<file path="src/rtl/ps2_kbd_decoder.sv">
`default_nettype none
// ============================================================================
//  Module   : ps2_kbd_decoder
//  Purpose  : Turns the raw byte stream of a PS/2 keyboard receiver into
//             key events. The E0 (extended) and F0 (break) prefix bytes are
//             folded into each event, and the events are queued in a small
//             FIFO for a consumer. The block also tracks whether shift or
//             ctrl is held.
//  Revision : 1.0 - initial release
// ----------------------------------------------------------------------------
//  Parameters
//    FIFO_DEPTH   event FIFO entries (power of two, 2..16)
//    TIMEOUT_CYC  idle cycles before an incomplete prefix is abandoned (>= 1)
//  Ports
//    clk           system clock, rising edge
//    reset         asynchronous reset, active low
//    rx_done_tick  one-cycle strobe: rx_data holds a new byte
//    rx_data       received byte
//    rd_en         pop the head event (ignored when empty)
//    ovf_clr       clear the sticky overflow flag
//    ev_valid      FIFO non-empty
//    ev_code       head event scan code (0 when empty)
//    ev_ext        head event had the E0 prefix (0 when empty)
//    ev_break      head event is a release (0 when empty)
//    overflow      sticky: an event was dropped on a full FIFO
//    shift_held    left or right shift pressed
//    ctrl_held     left or right ctrl pressed
// ============================================================================
module ps2_kbd_decoder #(
  parameter int FIFO_DEPTH  = 4,
  parameter int TIMEOUT_CYC = 50000
) (
  input  logic       clk,
  input  logic       reset,
  input  logic       rx_done_tick,
  input  logic [7:0] rx_data,
  input  logic       rd_en,
  input  logic       ovf_clr,
  output logic       ev_valid,
  output logic [7:0] ev_code,
  output logic       ev_ext,
  output logic       ev_break,
  output logic       overflow,
  output logic       shift_held,
  output logic       ctrl_held
);

  // --------------------------------------------------------------------------
  // Derived sizes
  // --------------------------------------------------------------------------
  localparam int AW   = (FIFO_DEPTH > 1) ? $clog2(FIFO_DEPTH) : 1;
  localparam int CNTW = $clog2(FIFO_DEPTH + 1);
  localparam int TW   = (TIMEOUT_CYC > 1) ? $clog2(TIMEOUT_CYC + 1) : 1;

  localparam logic [CNTW-1:0] DEPTH_C   = CNTW'(FIFO_DEPTH);
  localparam logic [TW-1:0]   TMR_LAST  = TW'(TIMEOUT_CYC - 1);

  // Protocol bytes
  localparam logic [7:0] BYTE_EXT = 8'hE0;
  localparam logic [7:0] BYTE_BRK = 8'hF0;

  // Modifier scan codes (set 2)
  localparam logic [7:0] CODE_LSHIFT = 8'h12;
  localparam logic [7:0] CODE_RSHIFT = 8'h59;
  localparam logic [7:0] CODE_CTRL   = 8'h14;

  // --------------------------------------------------------------------------
  // Prefix FSM states
  // --------------------------------------------------------------------------
  localparam logic [1:0] ST_IDLE   = 2'd0;
  localparam logic [1:0] ST_E0     = 2'd1;
  localparam logic [1:0] ST_F0     = 2'd2;
  localparam logic [1:0] ST_E0F0   = 2'd3;

  logic [1:0]    state_q, state_d;
  logic [TW-1:0] tmr_q, tmr_d;

  // Event produced this cycle (combinational, valid with w_push)
  logic       w_push;
  logic       w_push_ext;
  logic       w_push_brk;
  logic [7:0] w_push_code;

  // Bytes the keyboard sends outside of key events (self-test result,
  // ACK, resend, error codes). Only meaningful when no prefix is pending.
  logic w_noise;
  assign w_noise = (rx_data == 8'h00) || (rx_data == 8'hAA) ||
                   (rx_data == 8'hFA) || (rx_data == 8'hFE) ||
                   (rx_data == 8'hFF);

  logic w_is_prefix;
  assign w_is_prefix = (rx_data == BYTE_EXT) || (rx_data == BYTE_BRK);

  // The prefix flags of the pushed event follow directly from the state the
  // terminating byte arrives in.
  assign w_push_ext  = (state_q == ST_E0) || (state_q == ST_E0F0);
  assign w_push_brk  = (state_q == ST_F0) || (state_q == ST_E0F0);
  assign w_push_code = rx_data;

  always_comb begin
    state_d = state_q;
    tmr_d   = tmr_q;
    w_push  = 1'b0;

    if (rx_done_tick) begin
      // Any byte restarts the idle counter, including entry into a prefix.
      tmr_d = '0;
      case (state_q)
        ST_IDLE: begin
          if (rx_data == BYTE_EXT) begin
            state_d = ST_E0;
          end else if (rx_data == BYTE_BRK) begin
            state_d = ST_F0;
          end else if (!w_noise) begin
            w_push = 1'b1;
          end
        end
        ST_E0: begin
          if (rx_data == BYTE_BRK) begin
            state_d = ST_E0F0;
          end else if (rx_data != BYTE_EXT) begin
            w_push  = 1'b1;
            state_d = ST_IDLE;
          end
        end
        ST_F0, ST_E0F0: begin
          // Repeated prefix bytes are swallowed; an E0 arriving after F0
          // does not upgrade the sequence to extended.
          if (!w_is_prefix) begin
            w_push  = 1'b1;
            state_d = ST_IDLE;
          end
        end
        default: begin
          state_d = ST_IDLE;
        end
      endcase
    end else if (state_q != ST_IDLE) begin
      // A stalled prefix is abandoned once TIMEOUT_CYC tick-free cycles have
      // elapsed; the counter holds the number already seen.
      if (tmr_q >= TMR_LAST) begin
        state_d = ST_IDLE;
        tmr_d   = '0;
      end else begin
        tmr_d = tmr_q + TW'(1);
      end
    end else begin
      tmr_d = '0;
    end
  end

  always_ff @(posedge clk or negedge reset) begin
    if (!reset) begin
      state_q <= ST_IDLE;
      tmr_q   <= '0;
    end else begin
      state_q <= state_d;
      tmr_q   <= tmr_d;
    end
  end

  // --------------------------------------------------------------------------
  // Event FIFO
  // --------------------------------------------------------------------------
  logic [9:0]      mem_q [FIFO_DEPTH];
  logic [AW-1:0]   wr_ptr_q, wr_ptr_d;
  logic [AW-1:0]   rd_ptr_q, rd_ptr_d;
  logic [CNTW-1:0] count_q, count_d;
  logic            ovf_q, ovf_d;

  logic w_empty;
  logic w_full;
  logic w_pop;
  logic w_wr;
  logic w_drop;

  assign w_empty = (count_q == '0);
  assign w_full  = (count_q == DEPTH_C);
  assign w_pop   = rd_en && !w_empty;
  // A pop in the same cycle frees the slot, so a full FIFO still accepts.
  assign w_wr    = w_push && (!w_full || w_pop);
  assign w_drop  = w_push && w_full && !w_pop;

  always_comb begin
    wr_ptr_d = wr_ptr_q;
    rd_ptr_d = rd_ptr_q;
    count_d  = count_q;
    // Pointers are AW bits wide and the depth is a power of two, so the
    // increment wraps modulo FIFO_DEPTH on its own.
    if (w_wr) begin
      wr_ptr_d = wr_ptr_q + AW'(1);
    end
    if (w_pop) begin
      rd_ptr_d = rd_ptr_q + AW'(1);
    end
    case ({w_wr, w_pop})
      2'b10:   count_d = count_q + CNTW'(1);
      2'b01:   count_d = count_q - CNTW'(1);
      default: count_d = count_q;
    endcase
  end

  // A drop wins over a coincident clear so the loss is never hidden.
  always_comb begin
    ovf_d = ovf_q;
    if (w_drop) begin
      ovf_d = 1'b1;
    end else if (ovf_clr) begin
      ovf_d = 1'b0;
    end
  end

  always_ff @(posedge clk or negedge reset) begin
    if (!reset) begin
      wr_ptr_q <= '0;
      rd_ptr_q <= '0;
      count_q  <= '0;
      ovf_q    <= 1'b0;
    end else begin
      wr_ptr_q <= wr_ptr_d;
      rd_ptr_q <= rd_ptr_d;
      count_q  <= count_d;
      ovf_q    <= ovf_d;
    end
  end

  // Storage needs no reset: its contents are masked until written.
  always_ff @(posedge clk) begin
    if (w_wr) begin
      mem_q[wr_ptr_q] <= {w_push_ext, w_push_brk, w_push_code};
    end
  end

  logic [9:0] w_head;
  assign w_head = mem_q[rd_ptr_q];

  assign ev_valid = !w_empty;
  assign ev_code  = w_empty ? 8'h00 : w_head[7:0];
  assign ev_ext   = w_empty ? 1'b0  : w_head[9];
  assign ev_break = w_empty ? 1'b0  : w_head[8];
  assign overflow = ovf_q;

  // --------------------------------------------------------------------------
  // Modifier tracking: follows every decoded event, even dropped ones, so the
  // held state stays correct while the consumer is slow.
  // --------------------------------------------------------------------------
  logic lshift_q, lshift_d;
  logic rshift_q, rshift_d;
  logic lctrl_q,  lctrl_d;
  logic rctrl_q,  rctrl_d;
  logic shift_q,  shift_d;
  logic ctrl_q,   ctrl_d;

  always_comb begin
    lshift_d = lshift_q;
    rshift_d = rshift_q;
    lctrl_d  = lctrl_q;
    rctrl_d  = rctrl_q;
    if (w_push) begin
      if (!w_push_ext && (w_push_code == CODE_LSHIFT)) begin
        lshift_d = !w_push_brk;
      end
      if (!w_push_ext && (w_push_code == CODE_RSHIFT)) begin
        rshift_d = !w_push_brk;
      end
      if (w_push_code == CODE_CTRL) begin
        if (w_push_ext) begin
          rctrl_d = !w_push_brk;
        end else begin
          lctrl_d = !w_push_brk;
        end
      end
    end
    // Summary outputs are taken from the next-state flags so they change on
    // the same edge as the individual flags, one cycle after the tick.
    shift_d = lshift_d || rshift_d;
    ctrl_d  = lctrl_d  || rctrl_d;
  end

  always_ff @(posedge clk or negedge reset) begin
    if (!reset) begin
      lshift_q <= 1'b0;
      rshift_q <= 1'b0;
      lctrl_q  <= 1'b0;
      rctrl_q  <= 1'b0;
      shift_q  <= 1'b0;
      ctrl_q   <= 1'b0;
    end else begin
      lshift_q <= lshift_d;
      rshift_q <= rshift_d;
      lctrl_q  <= lctrl_d;
      rctrl_q  <= rctrl_d;
      shift_q  <= shift_d;
      ctrl_q   <= ctrl_d;
    end
  end

  assign shift_held = shift_q;
  assign ctrl_held  = ctrl_q;

endmodule
`default_nettype wire

</file>
<file path="config.mk">
export PLATFORM = sky130hd
export DESIGN_NAME = ps2_kbd_decoder
export DESIGN_NICKNAME = d
export VERILOG_FILES = /design/src/rtl/ps2_kbd_decoder.sv
export SDC_FILE = /design/constraint.sdc
export NUM_CORES = 1
export LEC_CHECK = 0
export CAP_MARGIN = 5
export CORE_MARGIN = 1
export CORE_UTILIZATION = 53
export CTS_CLUSTER_DIAMETER = 150
export DETAILED_ROUTE_END_ITERATION = 8
export GPL_TIMING_DRIVEN = 0
export PLACE_DENSITY = 0.72
export SLEW_MARGIN = 40
export SYNTH_ARGS = -nofsm -noshare
export SYNTH_HDL_FRONTEND = slang
export SYNTH_SLANG_ARGS = --single-unit
export TNS_END_PERCENT = 30
</file>
<file path="constraint.sdc">
create_clock -name clk -period 3.5 [get_ports clk]
set_input_delay 0.525 -clock clk [delete_from_list [all_inputs] [get_ports clk]]
set_output_delay 0.525 -clock clk [all_outputs]
set_load 0.02 [all_outputs]
</file>
# ---- Word level (Yosys, flattened, before mapping)
# Memory sizes are Yosys's and may differ from the RTL's.
# Cells that the tools add are included.
dict set report word_totals {
  ff_bits 32
  mem_bits_rw 40
  in_bits 13
  out_inout_bits 14
  word_cells 107
  memories 1
}
dict set report op_classes {
  addsub 5
  n_lt_le_gt_ge 1
  n_eq_ne 19
  muxes 38
  reduce_logical 31
}
# memory depth width read_ports rd_clocked_by_memory_dff wr line_no
set mem_list {}
lappend mem_list {mem_q 4 10 1 0 1 165} ;# logic [9:0] mem_q [FIFO_DEPTH];
# operator count
set op_table {}
lappend op_table {{$eq 8x8->1 const B} 6}
lappend op_table {{$mux 16} 3}
lappend op_table {{$mux 1} 23}
lappend op_table {{$add 16x1->16 const B} 1}
lappend op_table {{$eq 8x5->1 const B} 2}
lappend op_table {{$ge 16x16->1 const B} 1}
lappend op_table {{$mux 2} 8}
lappend op_table {{$logic_or 1x1->1} 10}
lappend op_table {{$reduce_bool 2->1} 5}
lappend op_table {{$eq 8x7->1 const B} 1}
lappend op_table {{$logic_not 8->1} 1}
lappend op_table {{$mux 8} 1}
lappend op_table {{$ne 8x8->1 const B} 1}
lappend op_table {{$eq 2x2->1 const B} 3}
lappend op_table {{$logic_and 1x1->1} 6}
lappend op_table {{$pmux 2 s3} 1}
lappend op_table {{$pmux 3 s2} 1}
lappend op_table {{$logic_not 1->1} 5}
lappend op_table {{$reduce_and 5->1} 1}
lappend op_table {{$add 2x1->2 const B} 2}
lappend op_table {{$eq 2x1->1 const B} 2}
lappend op_table {{$ne 4x3->1 const B} 1}
lappend op_table {{$ne 4x4->1 const B} 1}
lappend op_table {{$add 3x1->3 const B} 1}
lappend op_table {{other kinds (7)} 7}

# ---- Depth between registers and ports, before layout
# Gate-level depths: netlist of run 1.
dict set report depth {
  depth_word 13
  ltp_mapped 9
}

# ---- Worst setup path before layout of run 1
# Ideal clock, no wire load.
dict set report synth_timing {
  path_type {flip-flop to flip-flop}
  from {register state_q[0]}
  to {register count_q[2]}
  arrival_ns 2.515
  required_time_ns 3.421
  setup_slack_ns 0.906
  path_stages_with_launch 10
  path_buffers 1
  period_less_slack_ns 2.594
  path_cell_list {dfrtp_1 -> buf_6 -> or2_4 -> or4_4 -> o2111ai_4 -> nand2_1 -> fa_1 -> or3_1 -> mux2i_1 -> xor2_1}
}
dict set report synth_via {
  elab_chain_cells 7
}
# item line_no
set synth_rtl {}
lappend synth_rtl {{start, declared} 75} ;# logic [1:0] state_q, state_d;
lappend synth_rtl {{start signal, assigned} 157} ;# state_q <= state_d;
lappend synth_rtl {{$eq 2x2->1} 108} ;# case (state_q)
lappend synth_rtl {{$reduce_or 2->1} 108}
lappend synth_rtl {{$pmux 1 s3 (*)} 108}
lappend synth_rtl {{$mux 1 (*)} 105} ;# if (rx_done_tick) begin
lappend synth_rtl {{$logic_and 1x1->1 (*)} 181} ;# assign w_wr = w_push && (!w_full || w_pop);
lappend synth_rtl {{$eq 2x1->1 / $eq 2x2->1 (equally long branches)} 196} ;# case ({w_wr, w_pop})
lappend synth_rtl {{$pmux 3 s2 / $reduce_bool 2->1 (equally long branches)} -}
lappend synth_rtl {{end signal, assigned} 222} ;# count_q <= count_d;
lappend synth_rtl {{end, declared} 168} ;# logic [CNTW-1:0] count_q, count_d;
# Every way passes the cells marked *; elsewhere a longest branch is shown, timed or not.
# A chain may end at the register's enable or synchronous reset.

# ---- Worst setup path after layout of run 1
dict set report layout_timing {
  from {input port rx_data[0]}
  to {register count_q[2]}
}
dict set report layout_via {
  elab_chain_cells 13
}
# item line_no
set layout_rtl {}
lappend layout_rtl {{start, declared} 36} ;# input logic [7:0] rx_data,
lappend layout_rtl {{$eq 8x8->1 / $logic_not 8->1 (equally long branches)} 87} ;# assign w_noise = (rx_data == 8'h00) || (rx_data == 8'hAA) ||
lappend layout_rtl {{$logic_or 1x1->1 (2 in a row)} 87}
lappend layout_rtl {{$logic_or 1x1->1 (2 in a row)} 88} ;# (rx_data == 8'hFA) || (rx_data == 8'hFE) ||
lappend layout_rtl {{$mux 1} 114} ;# end else if (!w_noise) begin
lappend layout_rtl {{$mux 1} 112} ;# end else if (rx_data == BYTE_BRK) begin
lappend layout_rtl {{$mux 1} 110} ;# if (rx_data == BYTE_EXT) begin
lappend layout_rtl {{$pmux 1 s3 (*)} 108}
lappend layout_rtl {{$mux 1 (*)} 105}
lappend layout_rtl {{$logic_and 1x1->1 (*)} 181}
lappend layout_rtl {{$eq 2x1->1 / $eq 2x2->1 (equally long branches)} 196}
lappend layout_rtl {{$pmux 3 s2 / $reduce_bool 2->1 (equally long branches)} -}
# Marked as above.

==> results_dict.tcl, run 1 <==
set metrics [dict create \
    powerDensity_nw_per_um2 675.7 \
    antenna_found_initial 0 \
    cp_slowest_stage_delay_ns 0.57 \
    via_per_inst 5.424 \
    final_max_slew_viol_count 0 \
    final_hold_viol_count 0 \
    area_growth_pct 16.43 \
    seq_area_frac_synth_pct 60.42 \
    worstSetupPathType "input port to register" \
    cp_top_family "simple AND/OR/NAND/NOR gates" \
    die_w_um 81.07 \
    nNetsFinal 302 \
    ys_warn_count 0 \
    switching_share_pct 30.13 \
    ctsHoldBuffers 0 \
    cap_violations 0 \
    synthArstFlopShare_pct 44.44 \
    synthDistinctLibCells 50 \
    slew-limit-headroom_pct 54.37 \
    p_int_w 0.001821 \
    rsz0062_at_grt "false" \
    fin_cells 363 \
    io_buffer_count 26 \
    leakage_nw 1.414 \
    route.detailed.drc 0 \
    antenna_cells 0 \
    n_fill_cell 452 \
    grt_pass1_wl_mm 8.887 \
    synth_area_leaders "edfxtp_1 36%, dfrtp_1 24%, mux4_2 6.8%" \
    grt_pass1_vias 1882 \
    p_sw_w 0.0007855 \
    yosys-top-cells-count "40 x edfxtp_1, 32 x dfrtp_1, 22 x nor2_1" \
    drtIter0Drc 108 \
    antenna_left 0 \
    dr.pass1.iters 4 \
    status "finished, final reports clean" \
    synth_edf_count 40 \
    tightest_slew_ns 0.6844 \
    synth_largest_area_cell "edfxtp_1" \
    synth.cell_area_sq_um 3313 \
    p_clk_share_pct 24.5 \
    layout-drive-gt1-share_pct 13.19 \
    fin_tns_setup_ns 0 \
    clockBufferDepth 2 \
    combPwrFrac_pct 32.9 \
    numCtsBuffers 9 \
    crit_fanout 9 \
    io-pin-count 27 \
    initial_utilization_pct 55.30 \
    fin_skew_ns 0.007919 \
    die_h_um 81.07 \
    place.gp.congestion 0.7705 \
    grt_max_degree 33 \
    core-area_sq_um 5991 \
    cp_slowest_cell "clkdlybuf4s50_1" \
    ys.flop_type "edfxtp_1" \
    ir_drop_uv 405.1 \
    hp-class "input port to async pin" \
    htreeDepth 3 \
    setup_viol 0 \
    netlist_instances 246 \
    syn_area_per_cell_sq_um 13.47 \
    synth_top_area_share_pct 36.25 \
    cp_cell_sequence "clkdlybuf4s50_1 -> nor4_1 -> a32oi_1 -> o2111ai_4 -> nand2_1 -> fa_1 -> or3_1 -> mux2i_1 -> xor2_1" \
    fin_crit_sh_pct 87.78 \
    placedCellCount 347 \
    yosysMostFrequentCell "edfxtp_1" \
    ff2ff_setup_slack_ns 0.78 \
    cts_tree "built" \
    synth_nets 265 \
    wl_mm 5.376 \
    cts_resized 0 \
    dieArea_sq_um 6572 \
    grt_overflow 0 \
    ys_ff_latch 72 \
    grt_use_total_pct 18.85 \
    clk_pin_slew_ns 0.08 \
    vias 1969 \
    fp-row-count 28 \
    worstPathArrival_ns 3.33 \
    cts_root_buf "clkbuf_8" \
    post-route-min-period_ns 3.072 \
    crit_path_end_kind "register" \
    required_ns 3.76 \
    seqPwrFrac_pct 42.6 \
    worstSetupStartpointType "input port" \
    hpwl_mm 3.742 \
    post_cts_buffers 0 \
    cts.sinks 72 \
    routedWlPerCell_um 14.81 \
    timing.fmax_mhz 325.5 \
    path_buf_inv 1 \
    clk_latency_ns 0.33 \
]
-- cell families after synthesis --
kind of cell,share of synthesized area [%]
muxes,9.215
and+or+nand+nor,14.65
buffers and inverters,2.946
xor gates and xnor gates,4.758
AOI/OAI and AO/OA,5.513
adders and majority gates,2.492
DFF,60.42
-- cells in the final DEF, fill, tap and decap left out, types with 2 or more instances in the layout --
cell / count
xnor2_1: 10
and3_1: 4
a32oi_1: 2
ha_1: 5
nor4_1: 4
or3_1: 3
o22ai_1: 2
clkbuf_1: 7
edfxtp_1: 40
a21oi_1: 2
and2_2: 4
nand3b_1: 2
and2_1: 11
clkinvlp_4: 2
o31ai_1: 2
dfrtp_1: 32
nor2_1: 22
clkdlybuf4s50_1: 25
nand2_1: 12
xor2_1: 8
nor4b_1: 2
clkbuf_8: 9
a31oi_1: 2
nor3_1: 3
nand3_1: 7
inv_1: 12
o211ai_1: 2
o21ai_0: 5
and4_1: 2
buf_2: 2
a311o_1: 2
mux2i_1: 5
mux4_2: 10
mux2_4: 2
-- sequential cells by signal, indices dropped and copies added, names as in the netlist --
name        cells
count_q         3
state_q         2
rd_ptr_q        2
ctrl_held       1
tmr_q          16
wr_ptr_q        2
overflow        1
mem_q          40
rctrl_q         1
shift_held      1
rshift_q        1
lctrl_q         1
lshift_q        1
-- metal layers --
layer | vias to the layer above | part of all wire, % | GRT usage (%) | wire, um
met1 | 965 | 47 | 25.49 | 2532
met2 | 24 | 49 | 28.99 | 2629
met3 | 10 | 2.2 | 3.596 | 116
li1 | 970 | - | - | -
met5 | - | 0 | 0 | 0
met4 | 0 | 1.8 | 10.00 | 97
-- per-stage QoR --
stage / area, sq um / hold slack, ns / power [W] / setup slack [ns] / utilization [%]
detailed placement: 3662 / 0.4903 / 0.002006 / 0.08835 / 61.13
CTS: 3857 / 0.2484 / 0.002635 / 0.4518 / 64.39
global route: 3857 / 0.2982 / 0.002761 / 0.2378 / 64.39
global placement: 3667 / 0.4812 / 0.001980 / 0.1032 / 61.22
floorplan: 3313 / 0.2294 / 0.001683 / 0.9059 / -
finish: 3857 / 0.2229 / 0.002607 / 0.4278 / 64.39
-- layout make-up --
class | instances | area, sq um | area share [%]
Buffer | 10 | 52.55 | 1.362
Clock buffer | 9 | 123.9 | 3.211
Clock inverter | 7 | 71.32 | 1.849
Inverter | 12 | 45.04 | 1.168
Multi-Input combinational cell | 152 | 1214 | 31.46
Sequential cell | 72 | 2002 | 51.90
Tap cell | 75 | 93.84 | 2.433
Timing Repair Buffer | 26 | 255.2 | 6.617
-- power groups by stage --
stage | Clock, W | Combinational (W) | Sequential [W]
2_1_floorplan | 0 | 0.000569 | 0.00111
3_3_place_gp | 0 | 0.000860 | 0.00112
3_5_place_dp | 0 | 0.000876 | 0.00113
4_1_cts | 0.000647 | 0.000876 | 0.00111
5_1_grt | 0.000684 | 0.000951 | 0.00113
6_report | 0.000638 | 0.000859 | 0.00111
-- worst reg2reg max path, delay by kind of cell, from the launching register on --
family	cells	cell delay [ns]
multiplexers	1	0.16
AO/OA/AOI/OAI	1	0.16
XOR/XNOR	1	0.15
flip-flops	1	0.38
AND/OR/NAND/NOR	4	1.27
adder cells (fa/ha/maj)	1	0.38
buffers and inverters	1	0.14
-- final timing paths --
check | from | endpoint | depth (start not counted)
min in group clk | tmr_q[0] | tmr_q[0] | 1
max reg2reg | state_q[0] | count_q[2] | 9
min reg2reg | tmr_q[0] | tmr_q[0] | 1
max in group asynchronous | reset | tmr_q[15] | 1
min | reset | shift_held | 1
max | rx_data[0] | count_q[2] | 9
Note: power is estimated with default switching activity, not from simulation.
==> inputs of run 2 (changes only) <==
Settings changed: CAP_MARGIN 5 to not set, HOLD_SLACK_MARGIN set to 0.15.
==> results of run 2 <==
The final DEF is identical to that of run 1; final timing and power are the same.
